`src/rtl/cru_ctrl_if.sv`:
```
// Bundles the TI CRU bus, the host bit-write handshake and the CRU register
// outputs of cru_ctrl; the controller sits on the slave side.
interface cru_ctrl_if;
    logic [0:3]  cru_base;
    logic        ti_cru_clk;
    logic        ti_memen;
    logic        ti_cru_out;
    logic [0:14] addr;
    logic        host_req;
    logic [1:0]  host_bit;
    logic        host_val;
    logic        host_gnt;
    logic [0:3]  bits;
    logic        pi_reset;
    logic        cru_in_oe;
    logic        cru_in_data;

    modport master (
        output cru_base, ti_cru_clk, ti_memen, ti_cru_out, addr,
        output host_req, host_bit, host_val,
        input  host_gnt, bits, pi_reset, cru_in_oe, cru_in_data
    );

    modport slave (
        input  cru_base, ti_cru_clk, ti_memen, ti_cru_out, addr,
        input  host_req, host_bit, host_val,
        output host_gnt, bits, pi_reset, cru_in_oe, cru_in_data
    );
endinterface

```
`src/rtl/cru_ctrl.sv`:
```
// CRU register block controller: synchronizes the TI CRU bus, decodes writes and
// reads, arbitrates TI/host bit writes and times the self-clearing Pi reset pulse.
module cru_ctrl #(
    parameter int unsigned SYNC_STAGES      = 2,
    parameter int unsigned RST_PULSE_CYCLES = 16
) (
    input  logic      i_clk,
    input  logic      i_reset,
    cru_ctrl_if.slave cru
);
    localparam int unsigned CNT_W = $clog2(RST_PULSE_CYCLES + 1);

    typedef enum logic {
        ST_IDLE,
        ST_PULSE
    } state_t;

    logic [SYNC_STAGES-1:0] r_clk_sync;
    logic [SYNC_STAGES-1:0] r_memen_sync;
    logic [SYNC_STAGES-1:0] r_dout_sync;
    logic [0:14]            r_addr_sync [SYNC_STAGES];
    logic                   r_clk_prev;

    logic                   r_ti_wr;
    logic [1:0]             r_ti_idx;
    logic                   r_ti_val;

    logic [0:3]             r_bits;
    state_t                 r_state;
    logic [CNT_W-1:0]       r_cnt;
    logic                   r_oe;
    logic                   r_rd;

    logic                   w_clk_s;
    logic                   w_memen_s;
    logic                   w_dout_s;
    logic [0:14]            w_addr_s;
    logic                   w_match;
    logic                   w_fall;
    logic                   w_host_gnt;
    logic                   w_wr_en;
    logic [1:0]             w_wr_idx;
    logic                   w_wr_val;
    logic [CNT_W-1:0]       w_cnt_dec;
    state_t                 w_state_nxt;
    logic [CNT_W-1:0]       w_cnt_nxt;
    logic [0:3]             w_bits_nxt;

    assign w_clk_s   = r_clk_sync[SYNC_STAGES-1];
    assign w_memen_s = r_memen_sync[SYNC_STAGES-1];
    assign w_dout_s  = r_dout_sync[SYNC_STAGES-1];
    assign w_addr_s  = r_addr_sync[SYNC_STAGES-1];

    assign w_match = (w_addr_s[0:3] == 4'b0001) && (w_addr_s[4:7] == cru.cru_base)
                     && (w_addr_s[8:14] < 7'd4);
    assign w_fall  = r_clk_prev && !w_clk_s;

    // The clock chain resets high so no falling edge is seen coming out of reset.
    always_ff @(posedge i_clk) begin
        if (i_reset) begin
            r_clk_sync   <= '1;
            r_memen_sync <= '0;
            r_dout_sync  <= '0;
            r_clk_prev   <= 1'b1;
            for (int unsigned i = 0; i < SYNC_STAGES; i++) r_addr_sync[i] <= '0;
        end else begin
            r_clk_sync     <= {r_clk_sync[SYNC_STAGES-2:0], cru.ti_cru_clk};
            r_memen_sync   <= {r_memen_sync[SYNC_STAGES-2:0], cru.ti_memen};
            r_dout_sync    <= {r_dout_sync[SYNC_STAGES-2:0], cru.ti_cru_out};
            r_addr_sync[0] <= cru.addr;
            for (int unsigned i = 1; i < SYNC_STAGES; i++) r_addr_sync[i] <= r_addr_sync[i-1];
            r_clk_prev     <= w_clk_s;
        end
    end

    // TI write strobe carries its own index/value so later address changes cannot leak in.
    always_ff @(posedge i_clk) begin
        if (i_reset) begin
            r_ti_wr  <= 1'b0;
            r_ti_idx <= '0;
            r_ti_val <= 1'b0;
            r_oe     <= 1'b0;
            r_rd     <= 1'b0;
        end else begin
            r_ti_wr  <= w_fall && w_match;
            r_ti_idx <= w_addr_s[13:14];
            r_ti_val <= w_dout_s;
            r_oe     <= w_memen_s && w_match;
            r_rd     <= (w_memen_s && w_match) ? r_bits[w_addr_s[13:14]] : 1'b0;
        end
    end

    assign w_host_gnt = cru.host_req && !r_ti_wr && !i_reset;
    assign w_wr_en    = r_ti_wr || cru.host_req;
    assign w_wr_idx   = r_ti_wr ? r_ti_idx : cru.host_bit;
    assign w_wr_val   = r_ti_wr ? r_ti_val : cru.host_val;
    assign w_cnt_dec  = r_cnt - 1'b1;

    always_comb begin
        w_state_nxt = r_state;
        w_cnt_nxt   = r_cnt;
        w_bits_nxt  = r_bits;
        if (w_wr_en && (w_wr_idx != 2'd1)) w_bits_nxt[w_wr_idx] = w_wr_val;
        unique case (r_state)
            ST_IDLE: begin
                if (w_wr_en && (w_wr_idx == 2'd1)) begin
                    w_bits_nxt[1] = w_wr_val;
                    if (w_wr_val) begin
                        w_state_nxt = ST_PULSE;
                        w_cnt_nxt   = CNT_W'(RST_PULSE_CYCLES);
                    end
                end
            end
            ST_PULSE: begin
                // Writing 1 to bit 1 here is ignored; writing 0 aborts the pulse.
                if ((w_wr_en && (w_wr_idx == 2'd1) && !w_wr_val) || (w_cnt_dec == '0)) begin
                    w_state_nxt   = ST_IDLE;
                    w_cnt_nxt     = '0;
                    w_bits_nxt[1] = 1'b0;
                end else begin
                    w_cnt_nxt = w_cnt_dec;
                end
            end
            default: begin
                w_state_nxt = ST_IDLE;
                w_cnt_nxt   = '0;
            end
        endcase
    end

    always_ff @(posedge i_clk) begin
        if (i_reset) begin
            r_state <= ST_IDLE;
            r_cnt   <= '0;
            r_bits  <= '0;
        end else begin
            r_state <= w_state_nxt;
            r_cnt   <= w_cnt_nxt;
            r_bits  <= w_bits_nxt;
        end
    end

    assign cru.host_gnt    = w_host_gnt;
    assign cru.bits        = r_bits;
    assign cru.pi_reset    = (r_state == ST_PULSE);
    assign cru.cru_in_oe   = r_oe;
    assign cru.cru_in_data = r_rd;
endmodule

```
`src/flat_wrapper.sv`:
```
// flat-port wrapper written by rule: the top's interface ports become plain ports
module cru_ctrl_flat 
#(
    parameter int unsigned SYNC_STAGES      = 2,
    parameter int unsigned RST_PULSE_CYCLES = 16
)
  (i_clk, i_reset, cru_cru_base, cru_ti_cru_clk, cru_ti_memen, cru_ti_cru_out, cru_addr, cru_host_req, cru_host_bit, cru_host_val, cru_host_gnt, cru_bits, cru_pi_reset, cru_cru_in_oe, cru_cru_in_data);
  cru_ctrl_if cru_i ();
  input  logic i_clk;
  input  logic i_reset;
  input wire logic [$bits(cru_i.cru_base)-1:0] cru_cru_base;
  input wire logic [$bits(cru_i.ti_cru_clk)-1:0] cru_ti_cru_clk;
  input wire logic [$bits(cru_i.ti_memen)-1:0] cru_ti_memen;
  input wire logic [$bits(cru_i.ti_cru_out)-1:0] cru_ti_cru_out;
  input wire logic [$bits(cru_i.addr)-1:0] cru_addr;
  input wire logic [$bits(cru_i.host_req)-1:0] cru_host_req;
  input wire logic [$bits(cru_i.host_bit)-1:0] cru_host_bit;
  input wire logic [$bits(cru_i.host_val)-1:0] cru_host_val;
  output wire logic [$bits(cru_i.host_gnt)-1:0] cru_host_gnt;
  output wire logic [$bits(cru_i.bits)-1:0] cru_bits;
  output wire logic [$bits(cru_i.pi_reset)-1:0] cru_pi_reset;
  output wire logic [$bits(cru_i.cru_in_oe)-1:0] cru_cru_in_oe;
  output wire logic [$bits(cru_i.cru_in_data)-1:0] cru_cru_in_data;
  assign cru_i.cru_base = cru_cru_base;
  assign cru_i.ti_cru_clk = cru_ti_cru_clk;
  assign cru_i.ti_memen = cru_ti_memen;
  assign cru_i.ti_cru_out = cru_ti_cru_out;
  assign cru_i.addr = cru_addr;
  assign cru_i.host_req = cru_host_req;
  assign cru_i.host_bit = cru_host_bit;
  assign cru_i.host_val = cru_host_val;
  assign cru_host_gnt = cru_i.host_gnt;
  assign cru_bits = cru_i.bits;
  assign cru_pi_reset = cru_i.pi_reset;
  assign cru_cru_in_oe = cru_i.cru_in_oe;
  assign cru_cru_in_data = cru_i.cru_in_data;
  cru_ctrl #(.SYNC_STAGES(SYNC_STAGES), .RST_PULSE_CYCLES(RST_PULSE_CYCLES)) u_core (.i_clk(i_clk), .i_reset(i_reset), .cru(cru_i));
endmodule
```
`config.mk`:
```
export PLATFORM = sky130hd
export DESIGN_NAME = cru_ctrl_flat
export DESIGN_NICKNAME = d
export VERILOG_FILES = /design/src/rtl/cru_ctrl_if.sv /design/src/rtl/cru_ctrl.sv /design/src/flat_wrapper.sv
export SDC_FILE = /design/constraint.sdc
export NUM_CORES = 1
export LEC_CHECK = 0
export CELL_PAD_IN_SITES_DETAIL_PLACEMENT = 2
export CELL_PAD_IN_SITES_GLOBAL_PLACEMENT = 2
export CORE_MARGIN = 1
export CORE_UTILIZATION = 32
export CTS_CLUSTER_SIZE = 10
export DETAILED_ROUTE_END_ITERATION = 8
export PLACE_DENSITY_LB_ADDON = 0.1
export SYNTH_ARGS = -nofsm -noshare
export SYNTH_HDL_FRONTEND = slang
export SYNTH_SLANG_ARGS = --single-unit
```
`constraint.sdc`:
```
create_clock -name i_clk -period 1.72 [get_ports i_clk]
set_input_delay 0.516 -clock i_clk [delete_from_list [all_inputs] [get_ports i_clk]]
set_output_delay 0.516 -clock i_clk [all_outputs]
set_load 0.01 [all_outputs]
```
==> flow_summary.json <==
{
  "hold_ws_ns": 0.417,
  "syn_inst": 172,
  "hold_violations": 0,
  "synth.top_cells.by_count": "53 x dfxtp_1, 41 x nor2b_1, 11 x nor2_1",
  "synth_top_area_share": 0.558,
  "hpwl_mm": 3.03,
  "cp_max_fo": 3,
  "synth_edf_count": 0,
  "cts_root_buf": "clkbuf_8",
  "finalNetCount": 245,
  "regToRegEndpoint": "u_core.r_cnt[3]",
  "die_x_um": 79.1,
  "io-pin-count": 36,
  "rsz0062_at_grt": "false",
  "cts_sinks": 53,
  "slew_headroom": 0.661,
  "final_cells": 288,
  "postRouteAntennaNets": 0,
  "yosys_most_used_dff": "dfxtp_1",
  "vias_per_cell": 4.64,
  "outcome": "completed",
  "yosysSeqAreaShare": 0.558,
  "report.final.setup_viol": 0,
  "stdcell_area_sq_um": 2490,
  "drtIter0Drc": 39,
  "wl_mm": 4.09,
  "cp.required_ns": 1.92,
  "syn-cell-area_sq_um": 1900,
  "r2r_setup_slack_ns": 0.14,
  "worstMarginPinSlew_ns": 0.509,
  "synth.distinct_cells": 40,
  "pwr-share-comb": 0.105,
  "fin_crit_sh": 0.957,
  "final_core_util": 0.444,
  "synth.avg_cell_area_sq_um": 11.1,
  "cap_violations": 0,
  "endpoint": "u_core.r_cnt[1]",
  "grt_pass1_vias": 1432,
  "cts_hold_buffers": 0,
  "clk_pin_slew_ns": 0.10,
  "cts_max_path_buffers": 2,
  "worstPathArrival_ns": 1.85,
  "switching_share": 0.222,
  "cp-startpoint": "cru_host_bit[1]",
  "num_antenna_cells": 0,
  "gr-total-overflow": 0,
  "htree_levels": 2,
  "min_path_type": "reg2reg",
  "cts_tree": "done",
  "rows": 27,
  "r2r_start": "u_core.r_ti_wr",
  "syn2layout_area_growth_pct": 31.0,
  "synthesis.nets": 202,
  "vias": 1335,
  "power_frac_clock": 0.348,
  "synth_area_leaders": "dfxtp_1 56%, nor2b_1 13%, nor2_1 2.2%",
  "drc": 0,
  "power.share.sequential": 0.547,
  "internal_power_mw": 1.87,
  "period_minus_slack_ns": 1.65,
  "placed_cell_area_sq_um": 2360,
  "critPathCaptureType": "flop",
  "die-area_sq_um": 6260,
  "dp.cells": 280,
  "start_util": 0.339,
  "reg2reg_depth": 5,
  "finalMaxSlewViolations": 0,
  "p_leak_nw": 1.05,
  "fmax_mhz": 608,
  "async_flop_share": 0,
  "synth_most_common_cell": "dfxtp_1",
  "ys_seq_elements": 53,
  "setup.worst_path.start_class": "input pin",
  "io_buffers": 35,
  "dr.pass1.iters": 4,
  "insertion_delay_ns": 0.30,
  "groute.usage.overall": 0.140,
  "power.density_nw_per_um2": 962,
  "drive_above_1_share": 0.130,
  "numCtsBuffers": 5,
  "yosysWarnings": 0,
  "grt_max_degree": 52,
  "ir_worst_vdd_v": 0.000511,
  "core_area_sq_um": 5610,
  "switchingPower_mw": 0.532,
  "drt-wirelength-per-cell_um": 14.2,
  "critPathKind": "in2reg",
  "die_h_um": 79.1,
  "grt_pass1_wl_mm": 6.68,
  "finalWeightedCongestion": 0.774,
  "synth_top_area_cell": "dfxtp_1",
  "skew_ns": 0.00896,
  "antenna_found_initial": 0
}
[cells in the final DEF (no fill, tap or decap), types with 4 or more instances in the layout]
master and count:
a21oi_1 4, a32o_1 4, buf_4 8, clkbuf_8 5, clkdlybuf4s50_1 25, dfxtp_1 53
dlygate4sd2_1 5, mux2i_1 4, nor2_1 11, nor2b_1 41, xor2_1 4
[critical path, cell delays in order]
cell and delay, ns:
clkdlybuf4s50_1 0.45, nand4bb_4 0.25, a21bo_4 0.24, nor3b_4 0.16
a32o_1 0.23
[sequential cells by signal (all words and copies together) (netlist names), 2 cells and up]
name / cells
u_core.r_cnt: 5
u_core.r_clk_sync: 2
u_core.r_ti_idx: 2
u_core.r_memen_sync: 2
u_core.cru.bits: 4
u_core.r_dout_sync: 2
u_core.r_addr_sync: 30
[cell families (layout without fill, tap and decap cells)]
| group | after synthesis | in the layout | share of synthesized area |
|---|---|---|---|
| simple gates | 76 | 76 | 0.260 |
| compound gates | 19 | 19 | 0.0763 |
| flops | 53 | 53 | 0.558 |
| buf+inv | 10 | 54 | 0.0250 |
| mux | 6 | 6 | 0.0408 |
| fa+ha+maj | 2 | 2 | 0.0131 |
| xor+xnor | 6 | 6 | 0.0276 |
[worst min-delay path by stage]
stage	startpoint	end	slack, ns	cells past startpoint
after floorplan	u_core.r_clk_sync[1]	u_core.r_clk_prev	0.38	2
after global placement	u_core.r_clk_sync[1]	u_core.r_clk_prev	0.39	2
after detailed placement	u_core.r_clk_sync[0]	u_core.r_clk_sync[1]	0.40	1
after CTS	u_core.r_clk_sync[0]	u_core.r_clk_sync[1]	0.42	1
after global routing	u_core.r_clk_sync[0]	u_core.r_clk_sync[1]	0.43	1
final	u_core.r_clk_sync[0]	u_core.r_clk_sync[1]	0.42	1
[power by group through the flow]
stage | combinational (mW) | clock, mW | sequential, mW
finish | 0.252 | 0.834 | 1.31
global route | 0.279 | 0.913 | 1.32
CTS | 0.258 | 0.868 | 1.31
detailed placement | 0.259 | 0 | 1.34
global placement | 0.246 | 0 | 1.34
floorplan | 0.129 | 0 | 1.34
[metal layers]
layer	global-route usage	part of all wire
met2	0.245	0.52
met3	0.0379	0.032
met1	0.167	0.44
met5	0	0
met4	0.0382	0.0046
[stage by stage]
| stage | setup slack [ns] | setup TNS, ns | total power [mW] |
|---|---|---|---|
| 5_1_grt | 0.0184 | 0 | 2.51 |
| 2_1_floorplan | 0.187 | 0 | 1.46 |
| 6_report | 0.0740 | 0 | 2.40 |
| 3_5_place_dp | -0.586 | -3.31 | 1.60 |
| 4_1_cts | 0.0110 | 0 | 2.44 |
| 3_3_place_gp | -0.518 | -2.46 | 1.58 |
[area by class of cell]
| class | count | area (sq um) |
|---|---|---|
| timing repair buffer | 43 | 402 |
| fill | 609 | 3120 |
| clock inverter | 3 | 46.3 |
| tap | 72 | 90.1 |
| multi-input combinational | 109 | 813 |
| inverter | 3 | 11.3 |
| sequential | 53 | 1060 |
| clock buffer | 5 | 68.8 |
[timing repair]
action                                  CTS  global route
gates resized for setup                  11             4
setup buffers                             0             0
endpoints found under the setup margin    8             6
pin swaps                                 0             2
Note: power is estimated with default switching activity, not from simulation.
